**src/rtl/bin2bcd_if.sv**
```systemverilog
// ---------------------------------------------------------------------------
// bin2bcd_if
// Handshake and result bundle for the iterative binary-to-BCD converter.
//
// Parameters:
//   WIDTH   binary operand width
//   DIGITS  number of BCD digits in the result
//
// Signals:
//   start     request a conversion (driven by the master)
//   bin       operand, WIDTH bits (driven by the master)
//   busy      converter is shifting
//   done      one-cycle pulse when the result registers update
//   bcd       result, 4*DIGITS bits, least-significant digit in [3:0]
//   overflow  value did not fit in DIGITS digits
//   neg       sign of the converted operand (signed build only, else 0)
//
// Modports: master = requester (ALU side), slave = converter.
// ---------------------------------------------------------------------------
interface bin2bcd_if #(
    parameter int WIDTH  = 8,
    parameter int DIGITS = 3
);
    logic                  start;
    logic [WIDTH-1:0]      bin;
    logic                  busy;
    logic                  done;
    logic [4*DIGITS-1:0]   bcd;
    logic                  overflow;
    logic                  neg;

    modport master (
        output start, bin,
        input  busy, done, bcd, overflow, neg
    );

    modport slave (
        input  start, bin,
        output busy, done, bcd, overflow, neg
    );
endinterface

```
**src/rtl/bin2bcd_seq.sv**
```systemverilog
// ---------------------------------------------------------------------------
// bin2bcd_seq
// Iterative binary-to-BCD converter (shift-and-add-3 / double dabble).
// One operand bit is consumed per clock, so a single row of DIGITS add-3
// cells is reused WIDTH times. A conversion takes WIDTH+1 cycles from the
// accepting edge to the done pulse; the result is held until the next
// conversion completes.
//
// Parameters:
//   WIDTH   operand width, 2..32
//   DIGITS  BCD output digits, 1..10
//
// Ports:
//   clk   rising-edge clock
//   rst   synchronous active-high reset
//   bus   bin2bcd_if.slave: start/bin in; busy/done/bcd/overflow/neg out
//
// Optional feature macro: BIN2BCD_SIGNED_EN
//   defined   -> bin is two's complement; the magnitude is converted and
//                neg carries the captured sign.
//   undefined -> bin is unsigned, neg is tied low, no negation logic.
// ---------------------------------------------------------------------------
module bin2bcd_seq #(
    parameter int WIDTH  = 8,
    parameter int DIGITS = 3
) (
    input  logic       clk,
    input  logic       rst,
    bin2bcd_if.slave   bus
);

    localparam int BW = 4 * DIGITS;
    localparam int CW = $clog2(WIDTH + 1);

    typedef enum logic [1:0] {
        IDLE = 2'd0,
        CONV = 2'd1,
        DONE = 2'd2
    } state_t;

    state_t            state_reg;
    logic [WIDTH-1:0]  shift_reg;
    logic [BW-1:0]     scratch_reg;
    logic [CW-1:0]     cnt_reg;
    logic              acc_reg;
    logic              busy_reg;
    logic              done_reg;
    logic [BW-1:0]     bcd_reg;
    logic              overflow_reg;

    // Operand as it enters the shifter.
    logic [WIDTH-1:0]  mag;

`ifdef BIN2BCD_SIGNED_EN
    logic              sign_in;
    logic              sign_reg;
    logic              neg_reg;

    // Two's complement magnitude; -2^(WIDTH-1) maps onto 2^(WIDTH-1),
    // which is still representable as an unsigned WIDTH-bit value.
    assign sign_in = bus.bin[WIDTH-1];
    assign mag     = sign_in ? ((~bus.bin) + WIDTH'(1)) : bus.bin;
    assign bus.neg = neg_reg;
`else
    assign mag     = bus.bin;
    assign bus.neg = 1'b0;
`endif

    // Add-3 correction row: any digit >= 5 gets +3 before the shift so the
    // doubling carries correctly into the next digit. 5+3..9+3 fit in 4 bits.
    logic [BW-1:0] adj;

    generate
        for (genvar gi = 0; gi < DIGITS; gi++) begin : g_adj
            assign adj[gi*4 +: 4] = (scratch_reg[gi*4 +: 4] >= 4'd5)
                                    ? (scratch_reg[gi*4 +: 4] + 4'd3)
                                    : scratch_reg[gi*4 +: 4];
        end
    endgenerate

    // One left shift of {digits, operand}.
    logic [BW-1:0]     scratch_next;
    logic [WIDTH-1:0]  shift_next;
    logic              carry_out;

    assign scratch_next = {adj[BW-2:0], shift_reg[WIDTH-1]};
    assign shift_next   = {shift_reg[WIDTH-2:0], 1'b0};
    assign carry_out    = adj[BW-1];

    always_ff @(posedge clk) begin
        if (rst) begin
            state_reg    <= IDLE;
            shift_reg    <= '0;
            scratch_reg  <= '0;
            cnt_reg      <= '0;
            acc_reg      <= 1'b0;
            busy_reg     <= 1'b0;
            done_reg     <= 1'b0;
            bcd_reg      <= '0;
            overflow_reg <= 1'b0;
`ifdef BIN2BCD_SIGNED_EN
            sign_reg     <= 1'b0;
            neg_reg      <= 1'b0;
`endif
        end else begin
            done_reg <= 1'b0;
            case (state_reg)
                IDLE, DONE: begin
                    if (bus.start) begin
                        shift_reg   <= mag;
                        scratch_reg <= '0;
                        cnt_reg     <= CW'(WIDTH);
                        acc_reg     <= 1'b0;
                        busy_reg    <= 1'b1;
                        state_reg   <= CONV;
`ifdef BIN2BCD_SIGNED_EN
                        sign_reg    <= sign_in;
`endif
                    end else begin
                        state_reg <= IDLE;
                    end
                end

                CONV: begin
                    scratch_reg <= scratch_next;
                    shift_reg   <= shift_next;
                    acc_reg     <= acc_reg | carry_out;
                    cnt_reg     <= cnt_reg - CW'(1);
                    // Last bit is being shifted in on this edge: publish
                    // the post-shift digits directly so DONE sees them.
                    if (cnt_reg == CW'(1)) begin
                        bcd_reg      <= scratch_next;
                        overflow_reg <= acc_reg | carry_out;
                        busy_reg     <= 1'b0;
                        done_reg     <= 1'b1;
                        state_reg    <= DONE;
`ifdef BIN2BCD_SIGNED_EN
                        neg_reg      <= sign_reg;
`endif
                    end
                end

                default: begin
                    state_reg <= IDLE;
                    busy_reg  <= 1'b0;
                end
            endcase
        end
    end

    assign bus.busy     = busy_reg;
    assign bus.done     = done_reg;
    assign bus.bcd      = bcd_reg;
    assign bus.overflow = overflow_reg;

endmodule

```
**src/flat_wrapper.sv**
```systemverilog
// flat-port wrapper written by rule: the top's interface ports become plain ports
module bin2bcd_seq_flat 
#(
    parameter int WIDTH  = 8,
    parameter int DIGITS = 3
)
  (clk, rst, bus_start, bus_bin, bus_busy, bus_done, bus_bcd, bus_overflow, bus_neg);
  bin2bcd_if #(.WIDTH(WIDTH), .DIGITS(DIGITS)) bus_i ();
  input  logic clk;
  input  logic rst;
  input wire logic [$bits(bus_i.start)-1:0] bus_start;
  input wire logic [$bits(bus_i.bin)-1:0] bus_bin;
  output wire logic [$bits(bus_i.busy)-1:0] bus_busy;
  output wire logic [$bits(bus_i.done)-1:0] bus_done;
  output wire logic [$bits(bus_i.bcd)-1:0] bus_bcd;
  output wire logic [$bits(bus_i.overflow)-1:0] bus_overflow;
  output wire logic [$bits(bus_i.neg)-1:0] bus_neg;
  assign bus_i.start = bus_start;
  assign bus_i.bin = bus_bin;
  assign bus_busy = bus_i.busy;
  assign bus_done = bus_i.done;
  assign bus_bcd = bus_i.bcd;
  assign bus_overflow = bus_i.overflow;
  assign bus_neg = bus_i.neg;
  bin2bcd_seq #(.WIDTH(WIDTH), .DIGITS(DIGITS)) u_core (.clk(clk), .rst(rst), .bus(bus_i));
endmodule
```
**config.mk**
```make
export PLATFORM = sky130hd
export DESIGN_NAME = bin2bcd_seq_flat
export DESIGN_NICKNAME = d
export VERILOG_FILES = /design/src/rtl/bin2bcd_if.sv /design/src/rtl/bin2bcd_seq.sv /design/src/flat_wrapper.sv
export SDC_FILE = /design/constraint.sdc
export NUM_CORES = 1
export LEC_CHECK = 0
export BUFFER_PORTS_ARGS = -buffer_cell sky130_fd_sc_hd__buf_2
export CAP_MARGIN = 20
export CORE_MARGIN = 3
export CORE_UTILIZATION = 55
export DETAILED_ROUTE_END_ITERATION = 6
export PLACE_DENSITY = 0.78
export SLEW_MARGIN = 0
export SYNTH_ARGS = -nofsm -noshare
export SYNTH_HDL_FRONTEND = slang
export SYNTH_SLANG_ARGS = --single-unit
export TNS_END_PERCENT = 100
```
**constraint.sdc**
```tcl
create_clock -name clk -period 3.25 [get_ports clk]
set_clock_uncertainty 0.1 [all_clocks]
set_input_delay 0.325 -clock clk [delete_from_list [all_inputs] [get_ports clk]]
set_output_delay 0.325 -clock clk [all_outputs]
set_load 0.005 [all_outputs]
```
# After elaboration in Yosys (flattened, before gate mapping)
# Index checks and enable logic that the tools add are counted.
op_classes:
  n_bitwise: 2
  n_eq_ne: 5
  muxes: 18
  order_cmp: 3
  reduce_logical: 7
  n_addsub: 4
ops:
  columns: ["cell", "count"]
  rows:
  - ["12-bit one-hot mux with 2 select lines", 1]
  - ["4-bit 2-to-1 mux", 4]
  - ["8-bit one-hot mux with 2 select lines", 1]
  - ["4-bit by 2-bit adder with 4-bit output (second input constant)", 3]
  - ["4-bit by 3-bit greater-or-equal comparator with 1-bit output (second input constant)", 3]
  - ["12-bit 2-to-1 mux", 1]
  - ["8-bit 2-to-1 mux", 1]
  - ["4-bit one-hot mux with 2 select lines", 1]
  - ["2-bit AND reduction", 3]
  - ["1-bit 2-to-1 mux", 5]
  - ["4-bit by 1-bit == test with 1-bit output (second input constant)", 1]
  - ["1-bit one-hot mux with 2 select lines", 2]
  - ["2-bit one-hot mux with 2 select lines", 1]
  - ["2-bit OR reduction", 2]
  - ["4-bit by 1-bit subtractor with 4-bit output (second input constant)", 1]
  - ["2-bit by 1-bit == test with 1-bit output (second input constant)", 1]
  - ["2-bit == test (second input constant)", 1]
  - ["2-bit zero test", 1]
  - ["2-bit 2-to-1 mux", 1]
  - ["2-bit by 1-bit inequality test with 1-bit output (second input constant)", 1]
  - ["2-bit inequality test (second input constant)", 1]
  - ["2-bit nonzero test", 1]
  - ["1-bit NOT", 1]
  - ["1-bit OR", 1]
word_totals:
  regBits: 42
  output_inout_bits: 16
  input_bits: 11

# Depth between registers and ports, before layout
# Gate-level depths: netlist (run 1).
depth:
  depth_word: 4
  mapped_depth: 6

# Least setup slack after synthesis (run 1)
# OpenSTA, ideal clock, no wires.
synth_timing:
  kind: "flip-flop to flip-flop"
  startpoint: "register u_core.cnt_reg[0]"
  endpoint: "register u_core.bcd_reg[1] (netlist: u_core.bus.bcd[1])"
  t_arrival_ps: 1505
  path_slack_ps: 1572
  path_buffers: 1
  required_time_ps: 3077
  period_less_slack_ps: 1678
  path_stages_with_launch: 6
  setup_time_ps: 73
  path_cell_list: "dfxtp_1 ha_1 or3b_4 or3_1 buf_6 o22ai_2"
synth_between:
  elab_chain_len: 2
synth_lines:
  columns: ["item", "line_no", "source"]
  rows:
  - ["from (decl)", "bin2bcd_seq.sv:44", "logic [CW-1:0] cnt_reg;"]
  - ["from (signal assigned)", "bin2bcd_seq.sv:112", "cnt_reg <= CW'(WIDTH);"]
  - ["from (signal assigned)", "bin2bcd_seq.sv:128", "cnt_reg <= cnt_reg - CW'(1);"]
  - ["4-bit by 1-bit == test with 1-bit output", "bin2bcd_seq.sv:131", "if (cnt_reg == CW'(1)) begin"]
  - ["2-bit AND reduction (no line)", null, null]
  - ["to (signal assigned)", "bin2bcd_seq.sv:132", "bcd_reg <= scratch_next;"]
  - ["to (decl)", "bin2bcd_seq.sv:48", "logic [BW-1:0] bcd_reg;"]
# Every way passes these cells.
# A chain may end at the register's enable or synchronous reset.

# Worst setup path in the final report (run 1)
layout_timing:
  startpoint: "register u_core.state_reg[1]"
  endpoint: "register u_core.bcd_reg[0] (netlist: u_core.bus.bcd[0])"
layout_between:
  elab_chain_len: 2
layout_lines:
  columns: ["item", "line_no", "source"]
  rows:
  - ["from (decl)", "bin2bcd_seq.sv:41", "state_t state_reg;"]
  - ["from (signal assigned)", "bin2bcd_seq.sv:92", "state_reg <= IDLE;"]
  - ["from (signal assigned)", "bin2bcd_seq.sv:115", "state_reg <= CONV;"]
  - ["from (signal assigned)", "bin2bcd_seq.sv:120", "state_reg <= IDLE;"]
  - ["2-bit by 1-bit == test with 1-bit output", "bin2bcd_seq.sv:107", "case (state_reg)"]
  - ["2-bit AND reduction (no line)", null, null]
# Every way passes these cells.

==> qor.yml, run 1 <==
status: "finished clean"
ant_nets: 0
viasPerCell: 5.57
grt_usage: 0.192
synth_compound_area_frac: 0.196
p_total_w: 0.000889
crit_type: "flop to flop"
dpl-instance-area_mm2: 0.00205
synth_edf_count: 0
final_layout_size_suffix_gt1_frac: 0.188
cts_buffer_depth: 2
syn-cell-area_mm2: 0.00193
hold_ws_ps: 127
whs_path_depth: 3
grt_start_max_net_pins: 43
synth-async-reset-ratio: 0
r2r_slack_ps: 1230
clkTransAtPathRegs_ps: 110
p_per_area_mw_per_mm2: 424
seq_area_frac_synth: 0.436
cp_max_fo: 24
dieArea_mm2: 0.00425
antenna_found_initial: 0
tns_ps: 0
arrival_ps: 2130
insertion_delay_ps: 340
r2r_cells: 4
vias: 1520
drc: 0
clockRootBuffer: "clkbuf_4"
hpwl_um: 2480
routedWlPerCell_um: 13.5
synth_top_family_by_area: "compound AO/OA/AOI/OAI gates"
required_ps: 3360
cts_made_buffers: 5
layout_commonest_cell: "dfxtp_1"
firstDrtPassIters: 4
syn_to_final_growth_pct: 8.76
synth_seq_cells: 42
hp-class: "primary input to flop"
setup_violations: 0
antenna-diode-count: 0
drv_slew: 0
min_period_ps: 2020
wl_um: 3680
fp.dieH_um: 65.2
final_hold_viol_count: 0
core_area_mm2: 0.00320
cts.sinks: 42
gp_congestion: 0.765
die_width_um: 65.2
grt_setup_unrepaired: "false"
cts_htree_levels: 2
synth_fa_ha_area_frac: 0.0519
end_kind: "flop"
cts_setup_buffers: 0
grt_pass1_wl_um: 6290
startpoint_type: "flop"
synthCells: 209
rows: 20
syn_avg_cell_area_um2: 9.23
fmax_mhz: 495
relSlewSlack: 0.424
syn-num-nets: 228
crit_path_max_incr_delay_ps: 640
tightestPinTransition_ps: 864
drv_cap: 0
vdd_drop_max_uv: 316
stdcell_area_mm2: 0.00210
p_leak_nw: 0.794
start_util: 0.602
layout_common_cells: "dfxtp_1, buf_2, nor2_1"
muxShareOfSynthArea: 0.0591
place.port_buffers: 25
yosys_warnings: 0
utilization: 0.655
path_cells: "nand2b_1 > nor2_4 > mux2i_1 > nor2_1"
layout_worst_path_cycle_share: 0.621
synth_simple_gate_area_share: 0.178
grt_pass1_vias: 1456
io_pins: 27
n_fill_cell: 293
critical_path_buf_inv_count: 0
synth_xor_area_frac: 0.0182
cts_tree: "done"
synth-main-ff-cell: "dfxtp_1"
fin_nets: 248
cp_slowest_cell: "nor2_4"
ys_types: 33
path_delay_family: "simple AND/OR/NAND/NOR gates"
gr-total-overflow: 0
post_cts_resized: 0
cp_num_cells: 4
postCtsHoldBufs: 0
drt_iter0_drc: 85
-- metrics by stage --
stage	instances	setup WS, ps
2_1_floorplan	209	1570
3_5_place_dp	266	1230
3_3_place_gp	266	1270
6_report	273	1230
4_1_cts	273	1200
5_1_grt	273	1020
-- layer usage --
metal,global-route usage,vias to the layer above,part of all wire
met5,0,-,0
met4,0.0984,0,0.025
met3,0.0427,11,0.045
met2,0.315,32,0.48
met1,0.235,695,0.45
li1,-,782,-
-- synthesized netlist by cell type (4+ instances only) --
cell | n | area share
clkbuf_1 | 7 | 0.014
nor3_1 | 5 | 0.013
o22ai_2 | 6 | 0.039
nand3_1 | 4 | 0.010
mux2i_1 | 8 | 0.042
nand2b_1 | 11 | 0.036
a21oi_1 | 15 | 0.039
or3_1 | 6 | 0.019
o21ai_0 | 6 | 0.016
o22ai_1 | 8 | 0.026
dfxtp_1 | 42 | 0.44
a211oi_1 | 12 | 0.047
inv_1 | 11 | 0.021
nor3b_1 | 5 | 0.019
ha_1 | 8 | 0.052
nor2_1 | 23 | 0.045
-- worst paths after layout --
kind                               to                 from
setup / recovery    u_core.bus.bcd[0]  u_core.state_reg[1]
hold / removal    u_core.shift_reg[0]           bus_bin[0]
setup reg to reg    u_core.bus.bcd[0]  u_core.state_reg[1]
hold reg to reg   u_core.bus.overflow       u_core.acc_reg
-- worst min-delay path, cell delays in order --
cell and delay (ps):
buf_2 80, a22oi_1 70, nor2_1 70
-- final cells by class --
type,count,area (um^2),share of cell area
Sequential cell,42,841,0.401
Clock buffer,7,45.0,0.0215
Tap cell,44,55.1,0.0263
Timing Repair Buffer,27,140,0.0668
Multi-Input combinational cell,142,975,0.465
Inverter,11,41.3,0.0197
-- logic make-up after synthesis --
family | Yosys count
buffers and inverters | 25
XOR/XNOR | 4
AND/OR/NAND/NOR | 64
multiplexers | 11
flip-flops | 42
other | 1
AO/OA/AOI/OAI | 54
adder cells (fa/ha/maj) | 8
-- where the power goes --
group / internal (W) / leakage [nW] / switching (W) / total [W]
clock network: 0.0000817 / 0.0254 / 0.000152 / 0.000233
logic: 0.0000430 / 0.427 / 0.0000635 / 0.000107
registers: 0.000536 / 0.342 / 0.0000136 / 0.000549
No activity file was read; power rests on OpenSTA's default activity.
==> inputs of run 2 (changes only) <==
ABC_AREA = 1   (was unset)
CORE_UTILIZATION = 51   (was 55)
PLACE_DENSITY = 0.76   (was 0.78)
clock period = 1.72 ns   (was 3.25 ns; I/O delays follow)
==> qor.yml, run 2 <==
muxShareOfSynthArea: 0.00494
layout_commonest_cell: "nand2_1"
synth_area_leader_cell: "dfxtp_1"
path_delay_family: "flip-flops"
critical_path_buf_inv_count: 2
antenna_found_initial: 0
gp_congestion: 0.811
synth_top_area_frac: 0.415
cts_buffer_depth: 2
utilization: 0.603
cp_max_fo: 6
final_layout_size_suffix_gt1_frac: 0.163
start_util: 0.541
synth_xor_area_frac: 0
cp_slowest_cell: "dfxtp_1"
synth.most_common_cell: "nand2_1"
synth_top_family_by_area: "simple AND/OR/NAND/NOR gates"
tns_ps: 0
seq_area_frac_synth: 0.415
grt_pass1_vias: 1654
place_inst: 339
gr-total-overflow: 0
cts_made_buffers: 5
clkTransAtPathRegs_ps: 80
synth_compound_area_frac: 0.133
synth_area_leaders: "dfxtp_1, nand2_1, nand3_1"
crit_path_max_incr_delay_ps: 400
ys_types: 30
arrival_ps: 1570
firstDrtPassIters: 4
vias: 1780
syn-num-nets: 293
yosys_warnings: 0
place.port_buffers: 25
multi_input_area_um2: 963
insertion_delay_ps: 290
drt_iter0_drc: 158
antenna-diode-count: 0
synth_fa_ha_area_frac: 0.0494
synth_edf_count: 0
wl_um: 4320
hp-class: "primary input to flop"
grt_start_max_net_pins: 23
dieArea_mm2: 0.00477
end_kind: "flop"
grt_pass1_wl_um: 7330
p_per_area_mw_per_mm2: 862
synth-async-reset-ratio: 0
viasPerCell: 5.10
hpwl_um: 2970
grt_usage: 0.189
syn_to_final_growth_pct: 11.4
startpoint_type: "flop"
final_hold_viol_count: 0
cts.sinks: 42
syn-cell-area_mm2: 0.00203
synth-main-ff-cell: "dfxtp_1"
min_period_ps: 1480
io_pins: 27
layout_common_cells: "nand2_1, dfxtp_1, inv_1"
status: "finished clean"
path_cells: "inv_1 > ha_1 > inv_1 > nand2_1 > nand3_1 > nand2_1 > a21oi_1 > nor2_1"
final_cells: 349
fp.dieH_um: 69.0
synthCells: 274
crit_type: "flop to flop"
n_fill_cell: 387
p_leak_nw: 1.03
fmax_mhz: 674
setup_violations: 0
vdd_drop_max_uv: 565
rows: 22
drv_slew: 0
die_width_um: 69.0
clockRootBuffer: "clkbuf_8"
yosys-top-cells-count: "nand2_1, dfxtp_1, inv_1"
synth_seq_cells: 42
regArea_um2: 841
syn_avg_cell_area_um2: 7.40
synth_simple_gate_area_share: 0.285
core_area_mm2: 0.00374
fin_nets: 319
layout_worst_path_cycle_share: 0.862
drv_cap: 0
routedWlPerCell_um: 12.4
cts_tree: "done"
grt_setup_unrepaired: "false"
cts_htree_levels: 2
drc: 0
ant_nets: 0
required_ps: 1810
[run 2: cell count changes after synthesis, sizes merged, moves of 7 or more]
cell    previous run  this run
o211ai             0         7
mux2i              8         1
nand3              4        27
nand2              3        61
inv               11        34
o21ai              6        16
a211oi            12         1
o22ai             14         1
nand2b            11         0
[run 2: worst reg2reg max path, stage by stage, from the launching register on]
cell,delay (ps)
dfxtp_1,400
inv_1,80
ha_1,210
inv_1,50
nand2_1,130
nand3_1,140
nand2_1,80
a21oi_1,130
nor2_1,50
[run 2: final cells by class]
| type | instances | area share |
|---|---|---|
| Multi-Input combinational cell | 186 | 0.427 |
| Sequential cell | 42 | 0.372 |
| Timing Repair Buffer | 31 | 0.0765 |
| Inverter | 34 | 0.0576 |
| Clock buffer | 7 | 0.0382 |
| Tap cell | 48 | 0.0266 |
| Clock inverter | 1 | 0.00222 |
[run 2: layer usage]
layer | vias to the layer above | track usage | wire (um)
li1 | 940 | - | -
met1 | 789 | 0.242 | 2070
met2 | 47 | 0.301 | 2010
met3 | 4 | 0.0554 | 224
met4 | 0 | 0.0651 | 23
met5 | - | 0 | 0
[run 2: final timing paths]
path | cells after the start | slack [ps] | start | endpoint
min | 3 | 5 | bus_bin[4] | u_core.shift_reg[4]
max reg2reg | 8 | 240 | u_core.scratch_reg[8] | u_core.bus.bcd[9]
max | 8 | 240 | u_core.scratch_reg[8] | u_core.bus.bcd[9]
min reg2reg | 1 | 350 | u_core.cnt_reg[2] | u_core.cnt_reg[2]
[run 2: stage by stage]
stage	instance area [um^2]	power (W)	hold slack [ps]	worst slack (ps)
after floorplan	2030	0.00126	214	385
after global placement	2150	0.00130	300	233
after detailed placement	2150	0.00130	306	96.9
after CTS	2250	0.00196	1.03	81.6
after global routing	2260	0.00204	9.49	51.7
final	2260	0.00195	4.54	237
[run 2: cells by family (layout without fill, tap and decap cells)]
| logic type | count (synthesis) | after routing |
|---|---|---|
| compound gates | 47 | 47 |
| fa+ha+maj | 8 | 8 |
| buf+inv | 46 | 73 |
| flops | 42 | 42 |
| mux | 1 | 1 |
| other cells | 1 | 1 |
| simple gates | 129 | 129 |
[run 2: report_power, final]
group | total [W] | internal (W) | leakage (nW) | switching (W)
Clock | 0.000659 | 0.000324 | 0.0482 | 0.000335
Sequential | 0.00104 | 0.00102 | 0.342 | 0.0000255
Combinational | 0.000246 | 0.0000890 | 0.644 | 0.000157
[run 2: what timing repair did]
action | 4_1_cts | 5_1_grt
endpoints found under the setup margin | 0 | 7
hold endpoints to repair | 1 | 0
buffers inserted | 0 | 1
hold buffers | 1 | 0
resized for setup | 0 | 1
==> inputs of run 3 (changes only) <==
clock period = 1.27 ns   (was 1.72 ns; I/O delays follow)
==> qor.yml, run 3 (synthesized netlist as in run 2, its figures left out) <==
drv_cap: 0
arrival_ps: 1410
clkTransAtPathRegs_ps: 80
drt_iter0_drc: 131
fp.dieH_um: 69.0
grt_usage: 0.219
final_hold_viol_count: 0
layout_worst_path_cycle_share: 1.05
cts_made_buffers: 5
cts_htree_levels: 2
gr-total-overflow: 0
routedWlPerCell_um: 13.9
path_cells: "inv_2 > ha_4 > nand3_4 > nor2_4 > buf_12 > inv_8 > a21oi_2 > nor2_1"
path_delay_family: "flip-flops"
critical_path_buf_inv_count: 3
setup_violations: 14
fin_nets: 352
r2r_slack_ps: -60
utilization: 0.759
crit_path_max_incr_delay_ps: 320
grt_pass1_wl_um: 8480
fmax_mhz: 753
start_util: 0.541
required_ps: 1360
cts_tree: "done"
min_period_ps: 1330
regArea_um2: 858
p_per_area_mw_per_mm2: 971
drc: 0
n_fill_cell: 273
clockRootBuffer: "clkbuf_8"
firstDrtPassIters: 4
final_layout_size_suffix_gt1_frac: 0.392
end_kind: "flop"
cts.sinks: 42
core_area_mm2: 0.00374
startpoint_type: "flop"
status: "finished, violations left"
grt_start_max_net_pins: 21
die_width_um: 69.0
layout_common_cells: "nand2_1, dfxtp_1, buf_4"
vias: 2033
drv_slew: 0
viasPerCell: 5.32
violations: "setup timing"
hpwl_um: 3300
antenna-diode-count: 0
tns_ps: -226
vdd_drop_max_uv: 783
wl_um: 5300
ant_nets: 0
multi_input_area_mm2: 0.00121
p_leak_nw: 1.33
gp_congestion: 0.804
rows: 22
crit_type: "flop to flop"
antenna_found_initial: 0
io_pins: 27
setup_ws_ps: -57.7
cp_max_fo: 10
insertion_delay_ps: 300
layout_commonest_cell: "nand2_1"
place.port_buffers: 25
syn_to_final_growth_pct: 40.2
hp-class: "primary input to flop"
grt_setup_unrepaired: "true"
dieArea_mm2: 0.00477
grt_pass1_vias: 1907
cp_slowest_cell: "dfxtp_1"
cts_buffer_depth: 2
-- run 3: report_power, final --
group / leakage (nW) / total, W / internal [W] / switching (W)
sequential: 0.347 / 0.00141 / 0.00137 / 0.0000357
combinational: 0.933 / 0.000472 / 0.000212 / 0.000260
clock: 0.0482 / 0.000880 / 0.000439 / 0.000441
-- run 3: routing by layer --
layer	vias to the layer above	share of wire	GRT usage
li1	1010	-	-
met1	944	0.41	0.251
met2	67	0.52	0.391
met3	12	0.050	0.0481
met4	0	0.020	0.0846
met5	-	0	0
-- run 3: final timing paths --
check / start / endpoint / cells after the start
worst max-delay path: u_core.cnt_reg[1] / u_core.bus.bcd[5] / 8
worst min register to register: u_core.cnt_reg[2] / u_core.cnt_reg[2] / 1
worst max register to register: u_core.cnt_reg[1] / u_core.bus.bcd[5] / 8
worst min-delay path: rst / u_core.bus.bcd[9] / 4
-- run 3: repair_timing --
action,CTS,global route
hold buffers,8,0
setup buffers,4,1
gates cloned,0,0
hold endpoints to repair,8,0
pin swaps,9,17
resized for setup,41,49
endpoints found under the setup margin,27,38
-- run 3: cell type report --
cell class / count / share of cell area
Clock buffer: 7 / 0.0304
Clock inverter: 1 / 0.00176
Inverter: 34 / 0.0546
Multi-Input combinational cell: 186 / 0.426
Sequential cell: 42 / 0.302
Tap cell: 48 / 0.0211
Timing Repair Buffer: 64 / 0.164
-- run 3: worst register-to-register path, cell delays in order (launching register included) --
cell	delay, ps
dfxtp_1	320
inv_2	80
ha_4	140
nand3_4	70
nor2_4	160
buf_12	140
inv_8	50
a21oi_2	110
nor2_1	60
-- run 3: per-stage QoR --
stage | power [W] | cell area [um^2] | worst slack (ps) | cells | hold slack [ps]
final | 0.00276 | 2840 | -57.7 | 382 | 160
after global routing | 0.00289 | 2840 | -125 | 382 | 203
after CTS | 0.00274 | 2660 | -90.0 | 381 | 159
after detailed placement | 0.00183 | 2360 | -107 | 361 | 265
after global placement | 0.00182 | 2360 | -46.9 | 361 | 255
after floorplan | 0.00170 | 2050 | 10.1 | 274 | 169
